File: config.mk
export PLATFORM = sky130hd
export DESIGN_NAME = trade_decision_unit
export DESIGN_NICKNAME = d
export VERILOG_FILES = /design/src/rtl/tdu_pkg.sv /design/src/rtl/tdu_weighted_score.sv /design/src/rtl/trade_decision_unit.sv
export SDC_FILE = /design/constraint.sdc
export NUM_CORES = 1
export LEC_CHECK = 0
export CORE_MARGIN = 2
export CORE_UTILIZATION = 65
export CTS_CLUSTER_DIAMETER = 80
export CTS_CLUSTER_SIZE = 30
export DETAILED_ROUTE_END_ITERATION = 10
export DONT_BUFFER_PORTS = 1
export GPL_TIMING_DRIVEN = 0
export PLACE_DENSITY_LB_ADDON = 0.1
export SYNTH_ARGS = -nofsm -noshare
export SYNTH_HDL_FRONTEND = slang
export SYNTH_HIERARCHICAL = 1
export SYNTH_SLANG_ARGS = --single-unit
File: constraint.sdc
create_clock -name clk -period 4.65 [get_ports clk]
set_input_delay 0.93 -clock clk [delete_from_list [all_inputs] [get_ports clk]]
set_output_delay 0.93 -clock clk [all_outputs]
set_load 0.02 [all_outputs]
File: src/rtl/tdu_pkg.sv
// Shared types for the trade decision unit: position encoding and its width.
package tdu_pkg;

  localparam int POS_W = 2;

  typedef enum logic [POS_W-1:0] {
    FLAT  = 2'b00,
    LONG  = 2'b01,
    SHORT = 2'b10,
    COOL  = 2'b11
  } position_t;

endpackage

File: src/rtl/tdu_weighted_score.sv
// Combinational weighted-vote adder: sums the weight of every channel whose vote is set.
module tdu_weighted_score #(
  parameter int N_STRAT  = 3,
  parameter int WEIGHT_W = 3,
  parameter int SCORE_W  = 5
) (
  input  logic [N_STRAT-1:0]          i_votes,
  input  logic [N_STRAT*WEIGHT_W-1:0] i_weights,
  output logic [SCORE_W-1:0]          o_score
);

  always_comb begin
    // NOTE: assigning a default before the loop keeps this purely combinational (no latch).
    o_score = '0;
    for (int i = 0; i < N_STRAT; i++) begin
      if (i_votes[i]) o_score = o_score + SCORE_W'(i_weights[i*WEIGHT_W +: WEIGHT_W]);
    end
  end

endmodule

File: src/rtl/trade_decision_unit.sv
// Weighted vote scoring, persistence confirmation and FLAT/LONG/SHORT/COOL position FSM.
// Define TDU_SHORT_EN to allow FLAT -> SHORT entries; otherwise SHORT is unreachable.
module trade_decision_unit
  import tdu_pkg::*;
#(
  parameter int N_STRAT        = 3,
  parameter int WEIGHT_W       = 3,
  parameter int SCORE_W        = 5,
  parameter int CONFIRM_CYCLES = 2,
  parameter int COOLDOWN       = 4
) (
  input  logic                        clk,
  input  logic                        rst,
  input  logic                        in_valid,
  input  logic [N_STRAT-1:0]          buy_vec,
  input  logic [N_STRAT-1:0]          sell_vec,
  input  logic [N_STRAT*WEIGHT_W-1:0] buy_weights,
  input  logic [N_STRAT*WEIGHT_W-1:0] sell_weights,
  input  logic [SCORE_W-1:0]          buy_threshold,
  input  logic [SCORE_W-1:0]          sell_threshold,
  input  logic                        force_flat,
  output logic                        buy_signal,
  output logic                        sell_signal,
  output logic [POS_W-1:0]            position,
  output logic [SCORE_W-1:0]          buy_score,
  output logic [SCORE_W-1:0]          sell_score
);

  localparam int CNT_W = $clog2(CONFIRM_CYCLES + 1);
  localparam int CCW   = (COOLDOWN < 2) ? 1 : $clog2(COOLDOWN + 1);
  localparam logic [CNT_W-1:0] CNT_MAX   = CNT_W'(CONFIRM_CYCLES);
  localparam logic [CCW-1:0]   COOL_LOAD = (COOLDOWN > 0) ? CCW'(COOLDOWN - 1) : '0;
  localparam position_t        EXIT_POS  = (COOLDOWN > 0) ? COOL : FLAT;

  if (SCORE_W < WEIGHT_W + $clog2(N_STRAT + 1)) begin : g_bad_score_w
    $error("SCORE_W too narrow for N_STRAT weighted votes");
  end

  logic [SCORE_W-1:0] w_buy_sum, w_sell_sum;
  logic [SCORE_W-1:0] r_buy_score, r_sell_score;
  logic               r_score_valid;
  logic [CNT_W-1:0]   r_buy_cnt, r_sell_cnt, w_buy_cnt_nxt, w_sell_cnt_nxt;
  logic               w_buy_ok, w_sell_ok;
  logic [CCW-1:0]     r_cool_cnt;
  position_t          r_pos;
  logic               r_buy_signal, r_sell_signal;

  tdu_weighted_score #(.N_STRAT(N_STRAT), .WEIGHT_W(WEIGHT_W), .SCORE_W(SCORE_W)) u_buy_sum (
    .i_votes(buy_vec), .i_weights(buy_weights), .o_score(w_buy_sum)
  );

  tdu_weighted_score #(.N_STRAT(N_STRAT), .WEIGHT_W(WEIGHT_W), .SCORE_W(SCORE_W)) u_sell_sum (
    .i_votes(sell_vec), .i_weights(sell_weights), .o_score(w_sell_sum)
  );

  // NOTE: non-blocking assignments so every register samples pre-edge values.
  always_ff @(posedge clk) begin
    if (rst) begin
      r_buy_score   <= '0;
      r_sell_score  <= '0;
      r_score_valid <= 1'b0;
    end else begin
      r_score_valid <= in_valid;
      if (in_valid) begin
        r_buy_score  <= w_buy_sum;
        r_sell_score <= w_sell_sum;
      end
    end
  end

  assign w_buy_ok  = (r_buy_cnt == CNT_MAX);
  assign w_sell_ok = (r_sell_cnt == CNT_MAX);
  assign w_buy_cnt_nxt  = (r_buy_score >= buy_threshold)
                        ? (w_buy_ok ? r_buy_cnt : r_buy_cnt + CNT_W'(1)) : '0;
  assign w_sell_cnt_nxt = (r_sell_score >= sell_threshold)
                        ? (w_sell_ok ? r_sell_cnt : r_sell_cnt + CNT_W'(1)) : '0;

  // Counter updates sit before the case so any state action below overrides them.
  always_ff @(posedge clk) begin
    if (rst) begin
      r_pos         <= FLAT;
      r_buy_cnt     <= '0;
      r_sell_cnt    <= '0;
      r_cool_cnt    <= '0;
      r_buy_signal  <= 1'b0;
      r_sell_signal <= 1'b0;
    end else begin
      r_buy_signal  <= 1'b0;
      r_sell_signal <= 1'b0;
      if (r_score_valid) begin
        r_buy_cnt  <= w_buy_cnt_nxt;
        r_sell_cnt <= w_sell_cnt_nxt;
      end
      case (r_pos)
        FLAT: begin
          if (w_buy_ok && w_sell_ok) begin
            r_buy_cnt  <= '0;
            r_sell_cnt <= '0;
          end else if (w_buy_ok) begin
            r_pos        <= LONG;
            r_buy_signal <= 1'b1;
            r_buy_cnt    <= '0;
            r_sell_cnt   <= '0;
          end else if (w_sell_ok) begin
`ifdef TDU_SHORT_EN
            r_pos         <= SHORT;
            r_sell_signal <= 1'b1;
`endif
            r_buy_cnt  <= '0;
            r_sell_cnt <= '0;
          end
        end
        LONG: begin
          if (force_flat || w_sell_ok) begin
            r_pos         <= EXIT_POS;
            r_cool_cnt    <= COOL_LOAD;
            r_sell_signal <= 1'b1;
            r_buy_cnt     <= '0;
            r_sell_cnt    <= '0;
          end
        end
        SHORT: begin
          if (force_flat || w_buy_ok) begin
            r_pos        <= EXIT_POS;
            r_cool_cnt   <= COOL_LOAD;
            r_buy_signal <= 1'b1;
            r_buy_cnt    <= '0;
            r_sell_cnt   <= '0;
          end
        end
        COOL: begin
          r_buy_cnt  <= '0;
          r_sell_cnt <= '0;
          if (r_cool_cnt == '0) r_pos <= FLAT;
          else                  r_cool_cnt <= r_cool_cnt - CCW'(1);
        end
        default: r_pos <= FLAT;
      endcase
    end
  end

  assign buy_signal  = r_buy_signal;
  assign sell_signal = r_sell_signal;
  assign position    = r_pos;
  assign buy_score   = r_buy_score;
  assign sell_score  = r_sell_score;

endmodule
==> impl_metrics.tcl, run 1 <==
set metrics [dict create \
    avgSynthCellArea_um2 8.93 \
    ir_drop_mv 0.339 \
    synth-xor-area-share_pct 2.74 \
    antenna_found_initial 0 \
    min_from "r_cool_cnt[0]" \
    syn-cell-area_mm2 0.00192 \
    max-slew-margin-rel_pct 68.9 \
    synth-simple-area-share_pct 13.8 \
    switching_share_pct 35.7 \
    layout_common_cells "ha_1, inv_1, dfxtp_1" \
    cts_buffers 3 \
    ios 52 \
    p_seq_share_pct 39.4 \
    drc 0 \
    crit_start "buy_weights[0]" \
    synth_nets 290 \
    final_common_cell "ha_1" \
    ys_ff_latch 22 \
    hold_slack_ns 0.500 \
    max_slew.worst_pin.slew_ns 0.461 \
    drive_above_1_share_pct 9.13 \
    fin_crit_ns 2.96 \
    ys_types 41 \
    overflow 0 \
    place_ws_ns 1.39 \
    clk_pin_slew_ns 0.13 \
    arrival_ns 3.16 \
    htreeDepth 1 \
    ctsLongestPathBuffers 2 \
    root_buffer "clkbuf_4" \
    post-route-util_pct 72.3 \
    grtUsageTotal_pct 23.0 \
    cts_hold_buf 0 \
    syn_inst 215 \
    nets 295 \
    synth-compound-area-share_pct 19.8 \
    wl_per_cell_um 14.6 \
    drv_cap 0 \
    dieArea_mm2 0.00340 \
    port_buffers 0 \
    power_leakage_nw 0.930 \
    cp.required_ns 4.85 \
    startpoint_type "input pin" \
    worst_slack_ns 1.69 \
    r2r_slack_ns 2.85 \
    cp-end-kind "flop" \
    vias 1513 \
    fmax_mhz 338 \
    grt_pass1_vias 1545 \
    cts_sinks 22 \
    hold_violations 0 \
    fp.coreArea_mm2 0.00278 \
    die_height_um 58.3 \
    synthMuxAreaShare_pct 10.3 \
    yosysSeqAreaShare_pct 22.9 \
    wl_um 3650 \
    power.switching_uw 224 \
    grt_setup_unrepaired "no" \
    yosys_warnings 6 \
    power_frac_clock_pct 23.2 \
    grt_max_degree 14 \
    fin_tns_setup_ns 0 \
    p_per_area_mw_per_mm2 312 \
    gp_congestion 0.760 \
    dp.final_hpwl_um 3060 \
    hold_class "flop to flop" \
    synth_top_family_by_area "adder cells" \
    yosys.area.top_type_share_pct 22.9 \
    viasPerCell 6.05 \
    synth_fa_ha_area_share_pct 24.9 \
    initial_core_util_pct 69.0 \
    first_pass_iters 4 \
    power_uw 627 \
    setup_viol 0 \
    fp.dieW_um 58.3 \
    crit_fanout 3 \
    finalCritPeriodShare_pct 63.6 \
    drv_slew 0 \
    synth.area.top_cells "dfxtp_1, ha_1, mux2i_1" \
    crit-reg2reg-launch "position[0]" \
    synth_area_leader_cell "dfxtp_1" \
    multi_input_area_mm2 0.00137 \
    crit_type "input pin to flop" \
    post_cts_buffers 0 \
    row_count 19 \
    power.internal_uw 403 \
    comb_power_share_pct 37.4 \
    cts_tree "yes" \
    grt_pass1_wl_um 6200 \
    drt-initial-drc-count 53 \
    areaGrowthSynthToFinish_pct 4.76 \
    status "finished, final reports clean" \
    worstSkewPairLatency_ns 0.31 \
    cts-resized-gates 0 \
    final.setup_skew_ns 0.00827 \
    seq_area_um2 440 \
    antennaDiodeCount 0 \
    fill_cells 223 \
    ant_nets 0 \
]
## power groups by stage
stage | combinational, mW | sequential [mW] | clock, mW
3_5_place_dp | 0.234 | 0.251 | 0
5_1_grt | 0.269 | 0.251 | 0.160
2_1_floorplan | 0.192 | 0.245 | 0
3_3_place_gp | 0.218 | 0.249 | 0
6_report | 0.234 | 0.247 | 0.146
4_1_cts | 0.236 | 0.248 | 0.150
## synthesized netlist by cell type (all sizes together)
cell / n
a22oi: 3
clkbuf: 3
dfxtp: 22
buf: 1
and3: 1
nor2: 10
a41oi: 2
mux2i: 10
fa: 2
o21ai: 10
xnor2: 4
and3b: 2
a21boi: 2
a311oi: 2
o211a: 1
and2: 2
nor2b: 4
and4: 1
mux2: 8
nand2b: 7
a41o: 1
a31oi: 3
ha: 35
a21oi: 17
a21o: 2
a211oi: 2
o211ai: 6
o32ai: 4
nand2: 15
nand3: 5
nor3: 1
inv: 24
xor2: 2
nor3b: 1
## metal layers
layer / track usage (%) / up-vias / wire, um
met5: 0 / - / 0
met3: 4.40 / 5 / 190
li1: - / 775 / -
met2: 43.8 / 40 / 1910
met4: 4.98 / 0 / 32
met1: 26.3 / 693 / 1520
## worst max-delay path, cell delays in order
cell and delay, ns:
and2_1 0.15, ha_1 0.22, ha_1 0.20, a31oi_1 0.19
mux2_1 0.36, o21ai_0 0.13, ha_1 0.31, a21oi_1 0.15
a21boi_0 0.14, xor2_1 0.17, mux2i_1 0.16, nor2_1 0.06
## registers in the layout, summed over array words and instances, names as in the netlist
name / cells
buy_signal: 1
position: 2
r_cool_cnt: 3
r_score_valid: 1
r_sell_cnt: 2
sell_signal: 1
buy_score: 5
sell_score: 5
r_buy_cnt: 2
## through the flow
step | std cells | cell area [um2]
after floorplan | 215 | 1920
after global placement | 246 | 1960
after detailed placement | 246 | 1960
after CTS | 250 | 2010
after global routing | 250 | 2010
final | 250 | 2010
## area by class of cell
cell class	count	share of cell area [%]
plain buffers	4	0.809
clock buffers	3	1.12
clock inverters	1	1.49
inverters	24	4.48
multi-input cells	165	68.3
flip-flops and latches	22	21.9
well taps	31	1.93
## cell families after synthesis
| family | Yosys count |
|---|---|
| compound gates | 55 |
| simple gates | 49 |
| fa+ha+maj | 37 |
| buf+inv | 28 |
| flops | 22 |
| mux | 18 |
| xor+xnor | 6 |
## worst paths after layout
check,endpoint,cells after the start
setup reg to reg,r_cool_cnt[2],5
hold reg to reg,r_cool_cnt[0],1
hold / removal,r_cool_cnt[0],1
setup / recovery,buy_score[3],12
(Power assumes the default switching activity.)
==> run 2: changes to the inputs <==
Settings changed: CORE_UTILIZATION 65 to 57.
Clock period 4.65 ns to 2.7 ns, I/O delays scaled along.
==> run 2 against run 1 <==
Against the previous run:
- combinational power up 75%
- largest cell class unchanged
- worst hold slack worse by 0.16 ns
- highest routed layer unchanged
- first-iteration DRC count decreased by 3.8%
- sequential share of layout area down 0.28 points
- routed wire length rose by 5.3%
==> impl_metrics.tcl, run 2 (synthesis results as in run 1) <==
set metrics [dict create \
    hold_slack_ns 0.337 \
    crit-reg2reg-launch "position[0]" \
    grt_pass1_wl_um 5890 \
    dieArea_mm2 0.00385 \
    final_common_cell "ha_1" \
    arrival_ns 2.73 \
    wl_um 3850 \
    drt-initial-drc-count 51 \
    grtUsageTotal_pct 20.4 \
    drc 0 \
    fin_tns_setup_ns 0 \
    layout_common_cells "ha_1, inv_1, dfxtp_1" \
    holdPathEnd "buy_signal" \
    root_buffer "clkbuf_4" \
    overflow 0 \
    use_met3_pct 2.69 \
    power_mw 1.09 \
    drv_slew 0 \
    cts_hold_buf 0 \
    cp.required_ns 2.89 \
    worst_slack_ns 0.165 \
    cts_tree "yes" \
    ir_drop_mv 0.252 \
    max_slew.worst_pin.slew_ns 0.490 \
    finalCritPeriodShare_pct 93.9 \
    p_per_area_mw_per_mm2 536 \
    drive_above_1_share_pct 9.55 \
    startpoint_type "input pin" \
    dp.final_hpwl_um 3190 \
    antennaDiodeCount 0 \
    cpPeakStageDelay_ns 0.37 \
    fmax_mhz 395 \
    viasPerCell 5.79 \
    cp-end-kind "flop" \
    met1_usage_pct 25.2 \
    antenna_found_initial 0 \
    grt.busiest_layer "met2" \
    reg2reg_depth 5 \
    fin_crit_ns 2.53 \
    initial_core_util_pct 58.4 \
    fill_cells 281 \
    slowest_stage "mux2_1" \
    min_from "force_flat" \
    cts_sinks 22 \
    crit_fanout 3 \
    crit_buf_inv 0 \
    crit_type "input pin to flop" \
    r2r-end "r_cool_cnt[2]" \
    htreeDepth 1 \
    areaGrowthSynthToFinish_pct 6.13 \
    setup_viol 0 \
    hold_depth 2 \
    grt_max_degree 14 \
    hold_violations 0 \
    grt_pass1_vias 1425 \
    max-slew-margin-rel_pct 67.0 \
    ant_nets 0 \
    status "finished, final reports clean" \
    vias 1539 \
    gp_congestion 0.772 \
    ios 52 \
    place_ws_ns -0.127 \
    first_pass_iters 4 \
    r2r_slack_ns 0.88 \
    hold_class "input pin to flop" \
    nets 296 \
    ctsLongestPathBuffers 2 \
    clk_pin_slew_ns 0.14 \
    power_leakage_nw 0.935 \
    critPathTopFamily "adder cells" \
    fp.coreArea_mm2 0.00328 \
    worstSkewPairLatency_ns 0.32 \
    drv_cap 0 \
    fp.dieW_um 62.0 \
    die_height_um 62.0 \
    final.setup_skew_ns 0.0180 \
    port_buffers 0 \
    row_count 21 \
    cpMostUsedCell "ha_1" \
    path_cells "and2_1 -> ha_1 -> ha_1 -> a31oi_1 -> mux2_1 -> o21ai_0 -> ha_1 -> a21oi_1 -> a21boi_0 -> xor2_1 -> mux2i_1 -> nor2_1" \
    cts_buffers 3 \
    wl_per_cell_um 14.5 \
    global_route.usage.met2_pct 35.9 \
]
==> run 2: cell types whose count changed in the layout (fill, tap and decap cells not counted) <==
cell	before	now
buf_4	0	1
==> run 2: worst register-to-register path, cell delays in order, from the launching register on <==
cell and delay, ns:
dfxtp_1 0.57, inv_1 0.13, ha_1 0.30, a31oi_1 0.35, a311oi_1 0.17, a41o_1 0.22
==> run 2: through the flow <==
step | cells | utilization (%) | instance area, um2
floorplan | 215 | - | 1920
global placement | 261 | 60.2 | 1980
detailed placement | 261 | 60.2 | 1980
CTS | 265 | 61.8 | 2030
global route | 266 | 62.0 | 2040
finish | 266 | 62.0 | 2040
==> run 2: how the worst max path moves through the flow <==
stage	cells past startpoint	end	slack, ns	startpoint
final	12	sell_score[3]	0.17	sell_weights[0]
after global routing	12	buy_score[3]	-0.001	buy_weights[0]
after CTS	12	sell_score[3]	0.20	sell_weights[0]
after detailed placement	12	sell_score[3]	-0.13	sell_weights[0]
after global placement	12	buy_score[3]	-0.02	buy_weights[0]
after floorplan	12	buy_score[3]	0.11	buy_weights[0]
==> run 2: routing by layer <==
layer  wire length (um)  up-vias
met3                162        8
met1               1660      715
met4                 68        0
met5                  0        -
li1                   -      777
met2               1960       39
==> run 2: area by class of cell <==
cell class	count	area [um2]	area share, %
clock inverters	1	30.0	1.47
flip-flops and latches	22	440	21.6
well taps	46	57.6	2.83
plain buffers	4	16.3	0.799
clock buffers	3	22.5	1.11
inverters	24	90.1	4.42
repair buffers	1	7.51	0.369
multi-input cells	165	1370	67.4
==> run 2: power breakdown <==
| part | switching, mW | internal [mW] | total (mW) |
|---|---|---|---|
| sequential | 0.0626 | 0.362 | 0.424 |
| combinational | 0.225 | 0.184 | 0.409 |
| clock | 0.108 | 0.150 | 0.258 |
==> run 2: timing repair <==
item,in CTS,in global routing
setup endpoints to repair,0,1
resized for setup,0,0
buffers inserted,0,1
